**config.mk**
```make
export PLATFORM = sky130hd
export DESIGN_NAME = adc_spi_cfg
export DESIGN_NICKNAME = d
export VERILOG_FILES = /design/src/rtl/adc_spi_cfg.sv
export SDC_FILE = /design/constraint.sdc
export NUM_CORES = 1
export LEC_CHECK = 0
export ABC_AREA = 1
export CELL_PAD_IN_SITES_DETAIL_PLACEMENT = 1
export CELL_PAD_IN_SITES_GLOBAL_PLACEMENT = 1
export CORE_ASPECT_RATIO = 0.9
export CORE_UTILIZATION = 37
export CTS_BUF_LIST = sky130_fd_sc_hd__clkbuf_8
export DETAILED_ROUTE_END_ITERATION = 8
export GPL_ROUTABILITY_DRIVEN = 0
export PLACE_DENSITY_LB_ADDON = 0.12
export SLEW_MARGIN = 0
export SYNTH_ARGS = -nofsm -noshare
export SYNTH_HDL_FRONTEND = slang
export SYNTH_SLANG_ARGS = --single-unit
```
**constraint.sdc**
```tcl
create_clock -name clk -period 2.75 [get_ports clk]
set_input_delay 0.55 -clock clk [delete_from_list [all_inputs] [get_ports clk]]
set_output_delay 0.55 -clock clk [all_outputs]
set_load 0.02 [all_outputs]
```
**src/rtl/adc_spi_cfg.sv**
```systemverilog
// Configuration sequencer for two octal ADCs: hardware reset, settle, table-driven init frames
// over a shared 3-wire SPI, plus single host writes with SDOUT capture for readback.
module adc_spi_cfg #(
    parameter int unsigned CLK_DIV     = 4,
    parameter int unsigned RST_CYCLES  = 40,
    parameter int unsigned WAIT_CYCLES = 200,
    parameter int unsigned NUM_REGS    = 16,
    parameter int unsigned FRAME_BITS  = 24
) (
    input  logic                  clk,
    input  logic                  rst,
    input  logic                  start,
    output logic [7:0]            tbl_idx,
    input  logic [FRAME_BITS-1:0] tbl_word,
    input  logic                  wr_req,
    output logic                  wr_ready,
    input  logic [1:0]            wr_chip_mask,
    input  logic [FRAME_BITS-1:0] wr_word,
    output logic [15:0]           rd_data,
    output logic                  rd_valid,
    output logic                  busy,
    output logic                  done,
    output logic [1:0]            adc_sen,
    output logic                  adc_sclk,
    output logic                  adc_sdata,
    input  logic                  adc_sdout,
    output logic                  adc_reset
);

    localparam int unsigned MaxRw  = (RST_CYCLES > WAIT_CYCLES) ? RST_CYCLES : WAIT_CYCLES;
    localparam int unsigned CntMax = (MaxRw > 2 * CLK_DIV) ? MaxRw : 2 * CLK_DIV;
    localparam int unsigned CntW   = $clog2(CntMax + 1);
    localparam int unsigned PhLast = 2 * FRAME_BITS + 3;
    localparam int unsigned PhW    = $clog2(PhLast + 1);

    localparam logic [CntW-1:0] RstLast   = CntW'(RST_CYCLES - 1);
    localparam logic [CntW-1:0] WaitLast  = CntW'(WAIT_CYCLES - 1);
    localparam logic [CntW-1:0] HalfLast  = CntW'(CLK_DIV - 1);
    localparam logic [PhW-1:0]  PhBitLast = PhW'(2 * FRAME_BITS);
    localparam logic [PhW-1:0]  PhHold    = PhW'(2 * FRAME_BITS + 1);
    localparam logic [PhW-1:0]  PhGap     = PhW'(2 * FRAME_BITS + 2);
    localparam logic [PhW-1:0]  PhEnd     = PhW'(PhLast);
    localparam logic [7:0]      IdxEnd    = 8'(NUM_REGS);

    typedef enum logic [2:0] {StIdle, StRst, StWait, StLoad, StFrame, StDone} state_e;

    state_e                  state_q, state_d;
    logic [CntW-1:0]         cnt_q, cnt_d;
    logic [PhW-1:0]          ph_q, ph_d;
    logic [7:0]              idx_q, idx_d;
    logic [FRAME_BITS-1:0]   word_q, word_d;
    logic [1:0]              mask_q, mask_d;
    logic [FRAME_BITS-1:0]   sh_q, sh_d;
    logic [15:0]             rd_data_q, rd_data_d;
    logic                    init_q, init_d;
    logic                    half_end;
    logic [PhW-1:0]          bit_pos;
    logic [FRAME_BITS-1:0]   tx_shift;

    assign tbl_idx = idx_q;
    assign rd_data = rd_data_q;

    // Frame phases of H clks each: 0 setup, 1..2N bit halves (odd low, even high), hold, 2 gap.
    assign half_end = (cnt_q == HalfLast);
    assign bit_pos  = (ph_q == '0) ? '0 : ((ph_q - 1'b1) >> 1);
    assign tx_shift = word_q << bit_pos;

    always_comb begin
        state_d   = state_q;
        cnt_d     = cnt_q;
        ph_d      = ph_q;
        idx_d     = idx_q;
        word_d    = word_q;
        mask_d    = mask_q;
        sh_d      = sh_q;
        rd_data_d = rd_data_q;
        init_d    = init_q;
        wr_ready  = 1'b0;
        busy      = (state_q != StIdle);
        done      = 1'b0;
        rd_valid  = 1'b0;
        adc_sen   = 2'b11;
        adc_sclk  = 1'b0;
        adc_sdata = 1'b0;
        adc_reset = 1'b0;
        unique case (state_q)
            StIdle: begin
                cnt_d    = '0;
                ph_d     = '0;
                wr_ready = !start && !rst;
                if (start) begin
                    init_d  = 1'b1;
                    state_d = StRst;
                end else if (wr_req && (wr_chip_mask != 2'b00)) begin
                    word_d  = wr_word;
                    mask_d  = wr_chip_mask;
                    init_d  = 1'b0;
                    state_d = StFrame;
                end
            end
            StRst: begin
                adc_reset = 1'b1;
                cnt_d     = cnt_q + 1'b1;
                if (cnt_q == RstLast) begin
                    cnt_d   = '0;
                    state_d = StWait;
                end
            end
            StWait: begin
                idx_d = '0;
                cnt_d = cnt_q + 1'b1;
                if (cnt_q == WaitLast) begin
                    cnt_d   = '0;
                    state_d = StLoad;
                end
            end
            StLoad: begin
                word_d  = tbl_word;
                mask_d  = 2'b11;
                cnt_d   = '0;
                ph_d    = '0;
                state_d = StFrame;
            end
            StFrame: begin
                if (ph_q <= PhHold) adc_sen = ~mask_q;
                if (ph_q <= PhBitLast) adc_sdata = tx_shift[FRAME_BITS-1];
                adc_sclk = (ph_q != '0) && (ph_q <= PhBitLast) && !ph_q[0];
                rd_valid = (ph_q == PhGap) && (cnt_q == '0);
                cnt_d    = cnt_q + 1'b1;
                if (half_end) begin
                    cnt_d = '0;
                    ph_d  = ph_q + 1'b1;
                    // End of a low half: sclk rises on this edge, so SDOUT is captured here.
                    if (ph_q[0] && (ph_q < PhBitLast)) sh_d = {sh_q[FRAME_BITS-2:0], adc_sdout};
                    // Advance the ROM index early so tbl_word has settled by the next LOAD.
                    if (ph_q == PhHold) begin
                        rd_data_d = sh_q[15:0];
                        if (init_q) idx_d = idx_q + 8'd1;
                    end
                    if (ph_q == PhEnd) begin
                        ph_d = '0;
                        if (!init_q) state_d = StIdle;
                        else if (idx_q == IdxEnd) state_d = StDone;
                        else state_d = StLoad;
                    end
                end
            end
            StDone: begin
                done    = 1'b1;
                idx_d   = '0;
                init_d  = 1'b0;
                state_d = StIdle;
            end
            default: state_d = StIdle;
        endcase
    end

    always_ff @(posedge clk) begin
        if (rst) begin
            state_q   <= StIdle;
            cnt_q     <= '0;
            ph_q      <= '0;
            idx_q     <= '0;
            word_q    <= '0;
            mask_q    <= '0;
            sh_q      <= '0;
            rd_data_q <= '0;
            init_q    <= 1'b0;
        end else begin
            state_q   <= state_d;
            cnt_q     <= cnt_d;
            ph_q      <= ph_d;
            idx_q     <= idx_d;
            word_q    <= word_d;
            mask_q    <= mask_d;
            sh_q      <= sh_d;
            rd_data_q <= rd_data_d;
            init_q    <= init_d;
        end
    end

endmodule

```
==> flow_summary.json <==
{
  "number_of_antenna_violations_at_the_first_check_in_global_routing": 0,
  "synth_nets": 649,
  "netlist_area_before_placement_mm2": 0.00415,
  "cpMostUsedCell": "nand3_1",
  "sequence_of_cells_on_the_critical_path": "nor2_4 -> buf_4 -> nand2_1 -> nand3_1 -> nand3_1 -> clkdlybuf4s50_1",
  "power_leakage_nw": 2.18,
  "least_margin_pin_slew_ns": 0.539,
  "max-cap-violations": 0,
  "htree_levels": 3,
  "clock_latency_on_the_worst_skew_pair_ns": 0.37,
  "layout_worst_path_cycle_share": 0.958,
  "routedLengthMet1_um": 6000,
  "grtUsageTotal": 0.221,
  "clock-root-buffer": "clkbuf_8",
  "worstPathRequired_ns": 2.20,
  "top_signal_layer_used": "met4",
  "fillerInstances": 1412,
  "cp_data_arrival_time_ns": 2.08,
  "io_pins": 88,
  "seq_area_frac_synth": 0.405,
  "critical_path.max_stage_delay_ns": 0.65,
  "synthDominantCellAreaShare": 0.405,
  "antenna_cells_inserted": 0,
  "post_synth_main_area_contributors": "dfxtp_1 41%, nand2_1 11%, o21ai_0 8.4%",
  "grt_first_pass_wirelength_um": 20400,
  "crit_path_end_kind": "primary output",
  "detailedPlacementHpwl_um": 9140,
  "rsz0062_at_grt": "false",
  "finalWorstPathRequiredPeriod_ns": 2.63,
  "synth.ff_latch_count": 84,
  "power_density_mw_per_mm2": 823,
  "place.detailed.instances": 819,
  "vias_per_cell": 5.16,
  "worstHoldPathType": "reg -> reg",
  "post_cts.repair.setup_buffers": 0,
  "route.antenna.remaining_nets": 0,
  "placement.setup.worst_slack_ns": -0.241,
  "drt_first_iter_violations": 165,
  "dr_total_vias": 4311,
  "cts.reportedPaths.clkPinSlew_ns": 0.09,
  "path_class": "reg -> out",
  "synth_cell_types": 34,
  "fmaxAchievable_ghz": 0.380,
  "placementRows": 36,
  "totalWireLength_um": 12200,
  "design.die.area_mm2": 0.0116,
  "synthesized_netlist_cell_count": 585,
  "async_reset_ff_frac": 0,
  "final_hold_slack_ns": 0.472,
  "vdd_ir_drop_max_mv": 0.308,
  "setup_total_negative_slack_ns": 0,
  "ys.flop_type": "dfxtp_1",
  "finClkSkew_ns": 0.00850,
  "vias_in_the_first_global_route": 4200,
  "fin_cells": 835,
  "clock_tree.buffer_depth": 2,
  "setup-violations-final": 0,
  "gr-total-overflow": 0,
  "final_util": 0.508,
  "clock-sinks": 84,
  "fp.coreArea_mm2": 0.0109,
  "fin_nets": 742,
  "largest_net_degree_at_the_start_of_global_routing": 51,
  "die-height_um": 102,
  "routed_wire_length_per_instance_um": 14.6,
  "area_growth_syn_to_fin_pct": 32.9,
  "die-width_um": 114,
  "layout-drive-gt1-share": 0.107,
  "design_power_total_mw": 4.54,
  "detail_route.drc_violations": 0,
  "post_route_worst_setup_slack_ns": 0.115,
  "yosysWarningCount": 0,
  "critPathLaunchType": "flop",
  "met2_length_um": 5600,
  "largest_fanout_of_any_net_on_the_critical_path": 6,
  "cp_slowest_cell": "clkdlybuf4s50_1",
  "status": "finished, final reports clean",
  "timing.final.max_slew_violations": 0,
  "synth_area_leader": "dfxtp_1",
  "fin_area_mm2": 0.00552,
  "cts_buffers": 9,
  "detailroute.wirelength.met3_um": 454,
  "drt_pass1_iterations": 4,
  "worstRegToRegCells": 10,
  "slew_headroom": 0.638,
  "buffer_ports.inserted": 87,
  "hold_viol": 0,
  "placed_area_mm2": 0.00527,
  "start_util": 0.382,
  "tritoncts_clock_tree": "built",
  "reg2reg_slack_ns": 0.75,
  "synth_enable_flop_cells": 0,
  "post_synth.cell_area_avg_um2": 7.10,
  "worst_hold_path.num_cells": 2
}
## state kept, by name, summed over array words and instances (netlist names)
| signal | cells |
|---|---|
| init_q | 1 |
| word_q | 24 |
| rd_data | 16 |
| state_q | 3 |
| cnt_q | 8 |
| mask_q | 2 |
| tbl_idx | 8 |
| sh_q | 16 |
| ph_q | 6 |
## final timing paths
check,startpoint,endpoint
max reg2reg,ph_q[2]$_SDFFE_PP0P_,tbl_idx[2]$_SDFFE_PP0P_
min,sh_q[4]$_SDFFE_PP0P_,sh_q[5]$_SDFFE_PP0P_
min reg2reg,sh_q[4]$_SDFFE_PP0P_,sh_q[5]$_SDFFE_PP0P_
max,ph_q[2]$_SDFFE_PP0P_,adc_sen[0]
## Yosys cell counts (5+ instances only)
cell type and instances:
ha_1 9, a21oi_1 55, nand2_1 119, dfxtp_1 84, inv_2 5, nor3_1 9
xor2_1 7, clkbuf_1 12, buf_2 9, a31oi_1 24, nor2_1 39, nand3_1 51
o21ai_0 70, buf_4 6, inv_1 49, nand4_1 7
## routing by layer
metal,global-route usage,vias up
met3,0.0459,8
met4,0.0719,0
met5,0,-
li1,-,2161
met1,0.296,2064
met2,0.358,78
## repair_timing
action | CTS | global route
hold buffers | 0 | 0
endpoints found under the setup margin | 2 | 4
hold endpoints to repair | 0 | 0
gates resized for setup | 14 | 14
## cell type report
type / instances / area [um2] / area share
clock buffers: 9 / 124 / 0.0224
multi-input cells: 418 / 2180 / 0.395
repair buffers: 110 / 1080 / 0.195
clock inverters: 7 / 56.3 / 0.0102
inverters: 55 / 209 / 0.0379
flip-flops and latches: 84 / 1680 / 0.305
well taps: 152 / 190 / 0.0345
## cells in the final DEF, fill, tap and decap left out, drive strengths merged
master / Yosys / layout
nand3: 52 / 52
clkinv: 1 / 2
dlymetal6s2s: 0 / 2
clkdlybuf4s50: 0 / 83
buf: 16 / 24
clkinvlp: 0 / 1
nand4: 7 / 7
a211oi: 3 / 3
inv: 54 / 59
xor2: 7 / 7
nor4: 1 / 1
and3: 1 / 1
o21ai: 75 / 75
nor3b: 2 / 2
dfxtp: 84 / 84
a31oi: 24 / 24
ha: 9 / 9
o21a: 1 / 1
nor3: 12 / 12
a21oi: 56 / 56
dlygate4sd2: 0 / 1
nor2: 43 / 43
or2: 1 / 1
clkbuf: 12 / 9
nand2: 124 / 124
## report_power, final
part	internal [mW]	switching (mW)	total, mW	leakage, nW
Clock	0.341	0.501	0.842	0.0910
Sequential	1.39	0.118	1.51	0.683
Combinational	0.843	1.35	2.19	1.40
## cells by family (layout without fill, tap and decap cells)
logic type,count (synthesis),in the layout,synth area share
simple gates,243,243,0.265
fa+ha+maj,9,9,0.0271
xor+xnor,7,7,0.0148
flops,84,84,0.405
buf+inv,83,181,0.0832
compound gates,159,159,0.205
## critical path: cells and delay by family (launching register included)
family | cells | cell delay (ns)
DFF | 1 | 0.48
buffers and inverters | 2 | 0.81
and+or+nand+nor | 4 | 0.41
Note: power is estimated with default switching activity, not from simulation.
